$ cat config.mk
export PLATFORM = sky130hd
export DESIGN_NAME = mem_access_stage
export DESIGN_NICKNAME = d
export VERILOG_FILES = /design/src/rtl/mem_access_stage.sv
export SDC_FILE = /design/constraint.sdc
export NUM_CORES = 1
export LEC_CHECK = 0
export ABC_CLOCK_PERIOD_IN_PS = 3000
export CORE_MARGIN = 4
export CORE_UTILIZATION = 35
export CTS_CLUSTER_DIAMETER = 60
export DETAILED_ROUTE_END_ITERATION = 10
export PLACE_DENSITY = 0.73
export SLEW_MARGIN = 20
export SYNTH_ARGS = -nofsm -noshare
export SYNTH_HDL_FRONTEND = slang
export SYNTH_SLANG_ARGS = --single-unit
$ cat constraint.sdc
create_clock -name i_clk -period 3 [get_ports i_clk]
set_input_delay 0.45 -clock i_clk [delete_from_list [all_inputs] [get_ports i_clk]]
set_output_delay 0.45 -clock i_clk [all_outputs]
set_load 0.1 [all_outputs]
$ cat src/rtl/mem_access_stage.sv
// rtl/mem_access_stage.sv - RV32I memory-access stage: dmem req/gnt/rvalid handshake, lane steering, load extension
module mem_access_stage #(
  parameter int ADDR_W = 32
) (
  input  logic              i_clk,
  input  logic              i_rst,
  input  logic              i_valid,
  output logic              o_ready,
  input  logic              i_mem_read,
  input  logic              i_mem_write,
  input  logic              i_reg_write,
  input  logic              i_is_auipc,
  input  logic              i_is_lui,
  input  logic              i_jump,
  input  logic [2:0]        i_funct3,
  input  logic [31:0]       i_alu_result,
  input  logic [31:0]       i_store_data,
  input  logic [31:0]       i_pc,
  input  logic [31:0]       i_pc_plus4,
  input  logic [31:0]       i_imm,
  input  logic [4:0]        i_rd,
  output logic              o_dmem_req,
  input  logic              i_dmem_gnt,
  output logic [ADDR_W-1:0] o_dmem_addr,
  output logic              o_dmem_wen,
  output logic [3:0]        o_dmem_mask,
  output logic [31:0]       o_dmem_wdata,
  input  logic              i_dmem_rvalid,
  input  logic [31:0]       i_dmem_rdata,
  output logic              o_wb_valid,
  output logic              o_mem_read,
  output logic              o_reg_write,
  output logic              o_is_auipc,
  output logic              o_is_lui,
  output logic              o_jump,
  output logic [31:0]       o_mem_data_out,
  output logic [31:0]       o_alu_result,
  output logic [31:0]       o_pc,
  output logic [31:0]       o_pc_plus4,
  output logic [31:0]       o_imm,
  output logic [4:0]        o_rd,
  output logic              o_trap
);

  typedef enum logic [1:0] {S_IDLE, S_REQ, S_WAIT} state_t;

  typedef struct packed {
    logic        mem_read;
    logic        mem_write;
    logic        reg_write;
    logic        is_auipc;
    logic        is_lui;
    logic        jump;
    logic [2:0]  funct3;
    logic [31:0] alu_result;
    logic [31:0] pc;
    logic [31:0] pc_plus4;
    logic [31:0] imm;
    logic [4:0]  rd;
  } instr_t;

  state_t              state_q, state_d;
  instr_t              instr_q, instr_d, instr_in, src;
  logic                wb_valid_q, wb_valid_d;
  instr_t              out_q, out_d;
  logic [31:0]         mem_data_q, mem_data_d;
  logic                trap_q, trap_d;
  logic                req_q, req_d;
  logic [ADDR_W-1:0]   addr_q, addr_d;
  logic                wen_q, wen_d;
  logic [3:0]          mask_q, mask_d;
  logic [31:0]         wdata_q, wdata_d;
  logic                is_mem, trap_in, complete, from_in;
  logic [31:0]         ld_data;

  function automatic logic [31:0] load_ext(input logic [2:0] f3, input logic [1:0] a,
                                           input logic [31:0] w);
    logic [7:0]  b;
    logic [15:0] h;
    case (a)
      2'd0:    b = w[7:0];
      2'd1:    b = w[15:8];
      2'd2:    b = w[23:16];
      default: b = w[31:24];
    endcase
    h = a[1] ? w[31:16] : w[15:0];
    case (f3)
      3'b000:  load_ext = {{24{b[7]}}, b};
      3'b100:  load_ext = {24'b0, b};
      3'b001:  load_ext = {{16{h[15]}}, h};
      3'b101:  load_ext = {16'b0, h};
      default: load_ext = w;
    endcase
  endfunction

  assign instr_in = '{i_mem_read, i_mem_write, i_reg_write, i_is_auipc, i_is_lui, i_jump,
                      i_funct3, i_alu_result, i_pc, i_pc_plus4, i_imm, i_rd};
  assign is_mem = i_mem_read | i_mem_write;

  // Illegal encodings and misalignment are resolved at accept so no request is ever issued
  always_comb begin
    trap_in = 1'b0;
    if (i_mem_read && i_mem_write) trap_in = 1'b1;
    if (i_mem_read && (i_funct3 == 3'b011 || i_funct3 == 3'b110 || i_funct3 == 3'b111)) trap_in = 1'b1;
    if (i_mem_write && i_funct3 >= 3'b011) trap_in = 1'b1;
    if (i_mem_read && (i_funct3 == 3'b001 || i_funct3 == 3'b101) && i_alu_result[0]) trap_in = 1'b1;
    if (i_mem_write && i_funct3 == 3'b001 && i_alu_result[0]) trap_in = 1'b1;
    if (is_mem && i_funct3 == 3'b010 && i_alu_result[1:0] != 2'b00) trap_in = 1'b1;
  end

  always_comb begin
    state_d    = state_q;
    instr_d    = instr_q;
    wb_valid_d = 1'b0;
    out_d      = out_q;
    mem_data_d = mem_data_q;
    trap_d     = trap_q;
    req_d      = req_q;
    addr_d     = addr_q;
    wen_d      = wen_q;
    mask_d     = mask_q;
    wdata_d    = wdata_q;
    complete   = 1'b0;
    from_in    = 1'b0;
    ld_data    = 32'b0;
    case (state_q)
      S_IDLE: begin
        if (i_valid) begin
          instr_d = instr_in;
          if (!is_mem || trap_in) begin
            complete = 1'b1;
            from_in  = 1'b1;
          end else begin
            state_d = S_REQ;
            req_d   = 1'b1;
            addr_d  = ADDR_W'({i_alu_result[31:2], 2'b00});
            wen_d   = i_mem_write;
            mask_d  = 4'b1111;
            wdata_d = 32'b0;
            if (i_mem_write) begin
              case (i_funct3[1:0])
                2'b00: begin
                  mask_d  = 4'b0001 << i_alu_result[1:0];
                  wdata_d = {4{i_store_data[7:0]}};
                end
                2'b01: begin
                  mask_d  = i_alu_result[1] ? 4'b1100 : 4'b0011;
                  wdata_d = {2{i_store_data[15:0]}};
                end
                default: wdata_d = i_store_data;
              endcase
            end
          end
        end
      end
      S_REQ: begin
        if (i_dmem_gnt) begin
          req_d = 1'b0;
          if (instr_q.mem_write) begin
            complete = 1'b1;
            state_d  = S_IDLE;
          end else if (i_dmem_rvalid) begin
            complete = 1'b1;
            ld_data  = load_ext(instr_q.funct3, instr_q.alu_result[1:0], i_dmem_rdata);
            state_d  = S_IDLE;
          end else begin
            state_d = S_WAIT;
          end
        end
      end
      S_WAIT: begin
        if (i_dmem_rvalid) begin
          complete = 1'b1;
          ld_data  = load_ext(instr_q.funct3, instr_q.alu_result[1:0], i_dmem_rdata);
          state_d  = S_IDLE;
        end
      end
      default: state_d = S_IDLE;
    endcase
    src = from_in ? instr_in : instr_q;
    if (complete) begin
      wb_valid_d          = 1'b1;
      out_d               = src;
      out_d.reg_write     = src.reg_write & ~(from_in & trap_in);
      trap_d              = from_in & trap_in;
      mem_data_d          = ld_data;
    end
  end

  always_ff @(posedge i_clk) begin
    if (!i_rst) begin
      state_q    <= S_IDLE;
      instr_q    <= '0;
      wb_valid_q <= 1'b0;
      out_q      <= '0;
      mem_data_q <= 32'b0;
      trap_q     <= 1'b0;
      req_q      <= 1'b0;
      addr_q     <= '0;
      wen_q      <= 1'b0;
      mask_q     <= 4'b0;
      wdata_q    <= 32'b0;
    end else begin
      state_q    <= state_d;
      instr_q    <= instr_d;
      wb_valid_q <= wb_valid_d;
      out_q      <= out_d;
      mem_data_q <= mem_data_d;
      trap_q     <= trap_d;
      req_q      <= req_d;
      addr_q     <= addr_d;
      wen_q      <= wen_d;
      mask_q     <= mask_d;
      wdata_q    <= wdata_d;
    end
  end

  assign o_ready        = (state_q == S_IDLE) & i_rst;
  assign o_dmem_req     = req_q;
  assign o_dmem_addr    = addr_q;
  assign o_dmem_wen     = wen_q;
  assign o_dmem_mask    = mask_q;
  assign o_dmem_wdata   = wdata_q;
  assign o_wb_valid     = wb_valid_q;
  assign o_mem_read     = out_q.mem_read;
  assign o_reg_write    = out_q.reg_write;
  assign o_is_auipc     = out_q.is_auipc;
  assign o_is_lui       = out_q.is_lui;
  assign o_jump         = out_q.jump;
  assign o_mem_data_out = mem_data_q;
  assign o_alu_result   = out_q.alu_result;
  assign o_pc           = out_q.pc;
  assign o_pc_plus4     = out_q.pc_plus4;
  assign o_imm          = out_q.imm;
  assign o_rd           = out_q.rd;
  assign o_trap         = trap_q;

endmodule

==> impl_metrics.tcl <==
set metrics [dict create \
    status "complete, no violations" \
    totalWireLength_mm 51.1 \
    drt_first_pass_iters 5 \
    fin_crit_sh_pct 77.7 \
    postSynthAreaPerCell_um2 8.28 \
    vdd_drop_max_mv 0.576 \
    p_leak_nw 8.23 \
    timing.setup.tns_ns 0 \
    ys_ff_latch 384 \
    post_cts_buffers 0 \
    clk_latency_ns 0.55 \
    antenna_found_initial 5 \
    rsz0062_at_grt "no" \
    yosysUniqueCellTypes 49 \
    cts_hold_buf 0 \
    cp-start-kind "input pin" \
    core_area_um2 41900 \
    post-route-util_pct 49.1 \
    track_usage_pct 20.9 \
    port_buffers 451 \
    setup_viol 0 \
    period_minus_slack_ns 2.33 \
    post_drt_via_cell_ratio 5.31 \
    hold_viol 0 \
    cts_buffer_depth 3 \
    cts_tree "yes" \
    drtAntennaViolNets 0 \
    die_x_um 214 \
    rows 75 \
    synth_top_flop_cell "dfxtp_1" \
    grt_pass1_vias 14300 \
    area_growth_pct 38.3 \
    die_h_um 214 \
    syn_inst 1796 \
    cts_made_buffers 42 \
    ios 454 \
    worstPathRequired_ns 3.47 \
    drv_cap 0 \
    drv_slew 0 \
    final_layout_size_suffix_gt1_share_pct 16.8 \
    vias 14600 \
    async_flop_share_pct 0 \
    hold_class "in -> reg" \
    slew_headroom_pct 37.7 \
    final_common_cell "dfxtp_1" \
    cts_resized 0 \
    synth_edf_count 0 \
    syn_area_um2 14900 \
    grt_pass1_wl_mm 79.4 \
    synth-seq-area-share_pct 51.7 \
    clock_skew_ns 0.0199 \
    final_cell_mix "dfxtp_1 (384), nand2_1 (374), nor2_1 (314)" \
    start_util_pct 35.5 \
    worstMarginPinSlew_ns 0.934 \
    fmax_ghz 0.429 \
    worstPathArrival_ns 2.80 \
    path_max_fanout 19 \
    nets 2391 \
    dp_hpwl_mm 34.7 \
    cp-end-kind "register" \
    htreeDepth 2 \
    crit_type "in -> reg" \
    wl_per_cell_um 18.6 \
    power.density_nw_per_um2 915 \
    clk_transition_reported_paths_ns 0.06 \
    cts_root_buffer "clkbuf_16" \
    grt_max_degree 97 \
    finalWeightedCongestion 0.858 \
    ys_warn_count 0 \
    cts.sinks 384 \
    drcViolationCount 0 \
    first_iter_violations 1384 \
    overflow 0 \
    die-area_um2 45900 \
]
layer usage:
layer	vias up	part of all wire (%)	GRT usage (%)
li1	6976	-	-
met2	622	47	33.8
met3	105	8.1	5.91
met4	4	3.3	8.06
met5	-	0.045	0
met1	6904	42	26.5
power by group:
group / switching, mW / internal (mW)
logic: 5.86 / 1.78
clock network: 2.04 / 2.81
registers: 0.470 / 5.87
total: 8.37 / 10.5
critical path: stages:
cell and delay [ns]:
clkdlybuf4s50_1 0.42, or4_4 0.60, a211o_1 0.40, nand2_4 0.23, buf_12 0.21, buf_12 0.15, o221ai_1 0.14, nor2_1 0.18
cell type report:
type,count,area (µm²)
Sequential cell,384,7690
Inverter,16,65.1
Tap cell,539,674
Timing Repair Buffer,491,4400
Clock buffer,67,1220
Fill cell,3906,21400
Clock inverter,9,73.8
Multi-Input combinational cell,1241,6440
Antenna cell,3,7.51
state kept, by name, summed over array words and instances (netlist names), 2 cells and up:
signal and count:
o_alu_result 32, o_dmem_mask 4, o_pc_plus4 32, o_mem_data_out 32, instr_q 142, o_rd 5, o_pc 32, o_dmem_wdata 32
o_dmem_addr 30, o_imm 32, state_q 2
synth_stat cells (all sizes together) (2+ instances only):
library cell / n / area [µm²]
o21ai: 45 / 229
nor2: 315 / 1180
a221o: 8 / 80.1
clkbuf: 103 / 388
buf: 53 / 347
o221ai: 136 / 1190
nand2: 377 / 1420
inv: 15 / 56.3
mux2i: 11 / 110
a21o: 2 / 15.0
a311oi: 2 / 17.5
and2: 2 / 12.5
o41ai: 24 / 210
nand3: 35 / 175
o211a: 2 / 20.0
a211oi: 2 / 20.0
a21oi: 181 / 910
o211ai: 2 / 15.0
a22oi: 32 / 240
nand2b: 5 / 31.3
dfxtp: 384 / 7690
mux2: 16 / 180
ha: 4 / 50.1
o22ai: 8 / 50.1
nor2b: 18 / 113
cell families after synthesis:
| logic type | after synthesis | share of synthesized area [%] |
|---|---|---|
| and+or+nand+nor | 758 | 20.1 |
| adders and majority gates | 4 | 0.336 |
| AOI/OAI and AO/OA | 450 | 20.6 |
| muxes | 27 | 1.95 |
| other | 1 | 0.0252 |
| buffers and inverters | 172 | 5.34 |
| DFF | 384 | 51.7 |
worst paths after layout:
check / from / endpoint / slack [ns] / cells past startpoint
max: i_funct3[2] / o_imm[10]$_SDFFE_PN0P_ / 0.67 / 8
min reg2reg: o_dmem_addr[25]$_SDFFE_PN0P_ / o_dmem_addr[25]$_SDFFE_PN0P_ / 0.46 / 2
min: i_rst / o_mem_data_out[29]$_SDFFE_PN0P_ / 0.32 / 3
max reg2reg: state_q[0]$_SDFFE_PN0P_ / o_imm[10]$_SDFFE_PN0P_ / 0.72 / 9
per-stage QoR:
| stage | instances | hold slack [ns] | setup slack, ns | total power, mW | area, µm² |
|---|---|---|---|---|---|
| 2_1_floorplan | 1797 | 0.436 | 0.725 | 12.1 | 14900 |
| 3_3_place_gp | 2671 | 0.441 | 0.164 | 14.0 | 19300 |
| 3_5_place_dp | 2671 | 0.447 | 0.125 | 14.1 | 19300 |
| 4_1_cts | 2747 | 0.288 | 0.563 | 19.0 | 20600 |
| 5_1_grt | 2750 | 0.324 | 0.515 | 19.7 | 20600 |
| 6_report | 2750 | 0.317 | 0.669 | 18.8 | 20600 |
(Power assumes the default switching activity.)
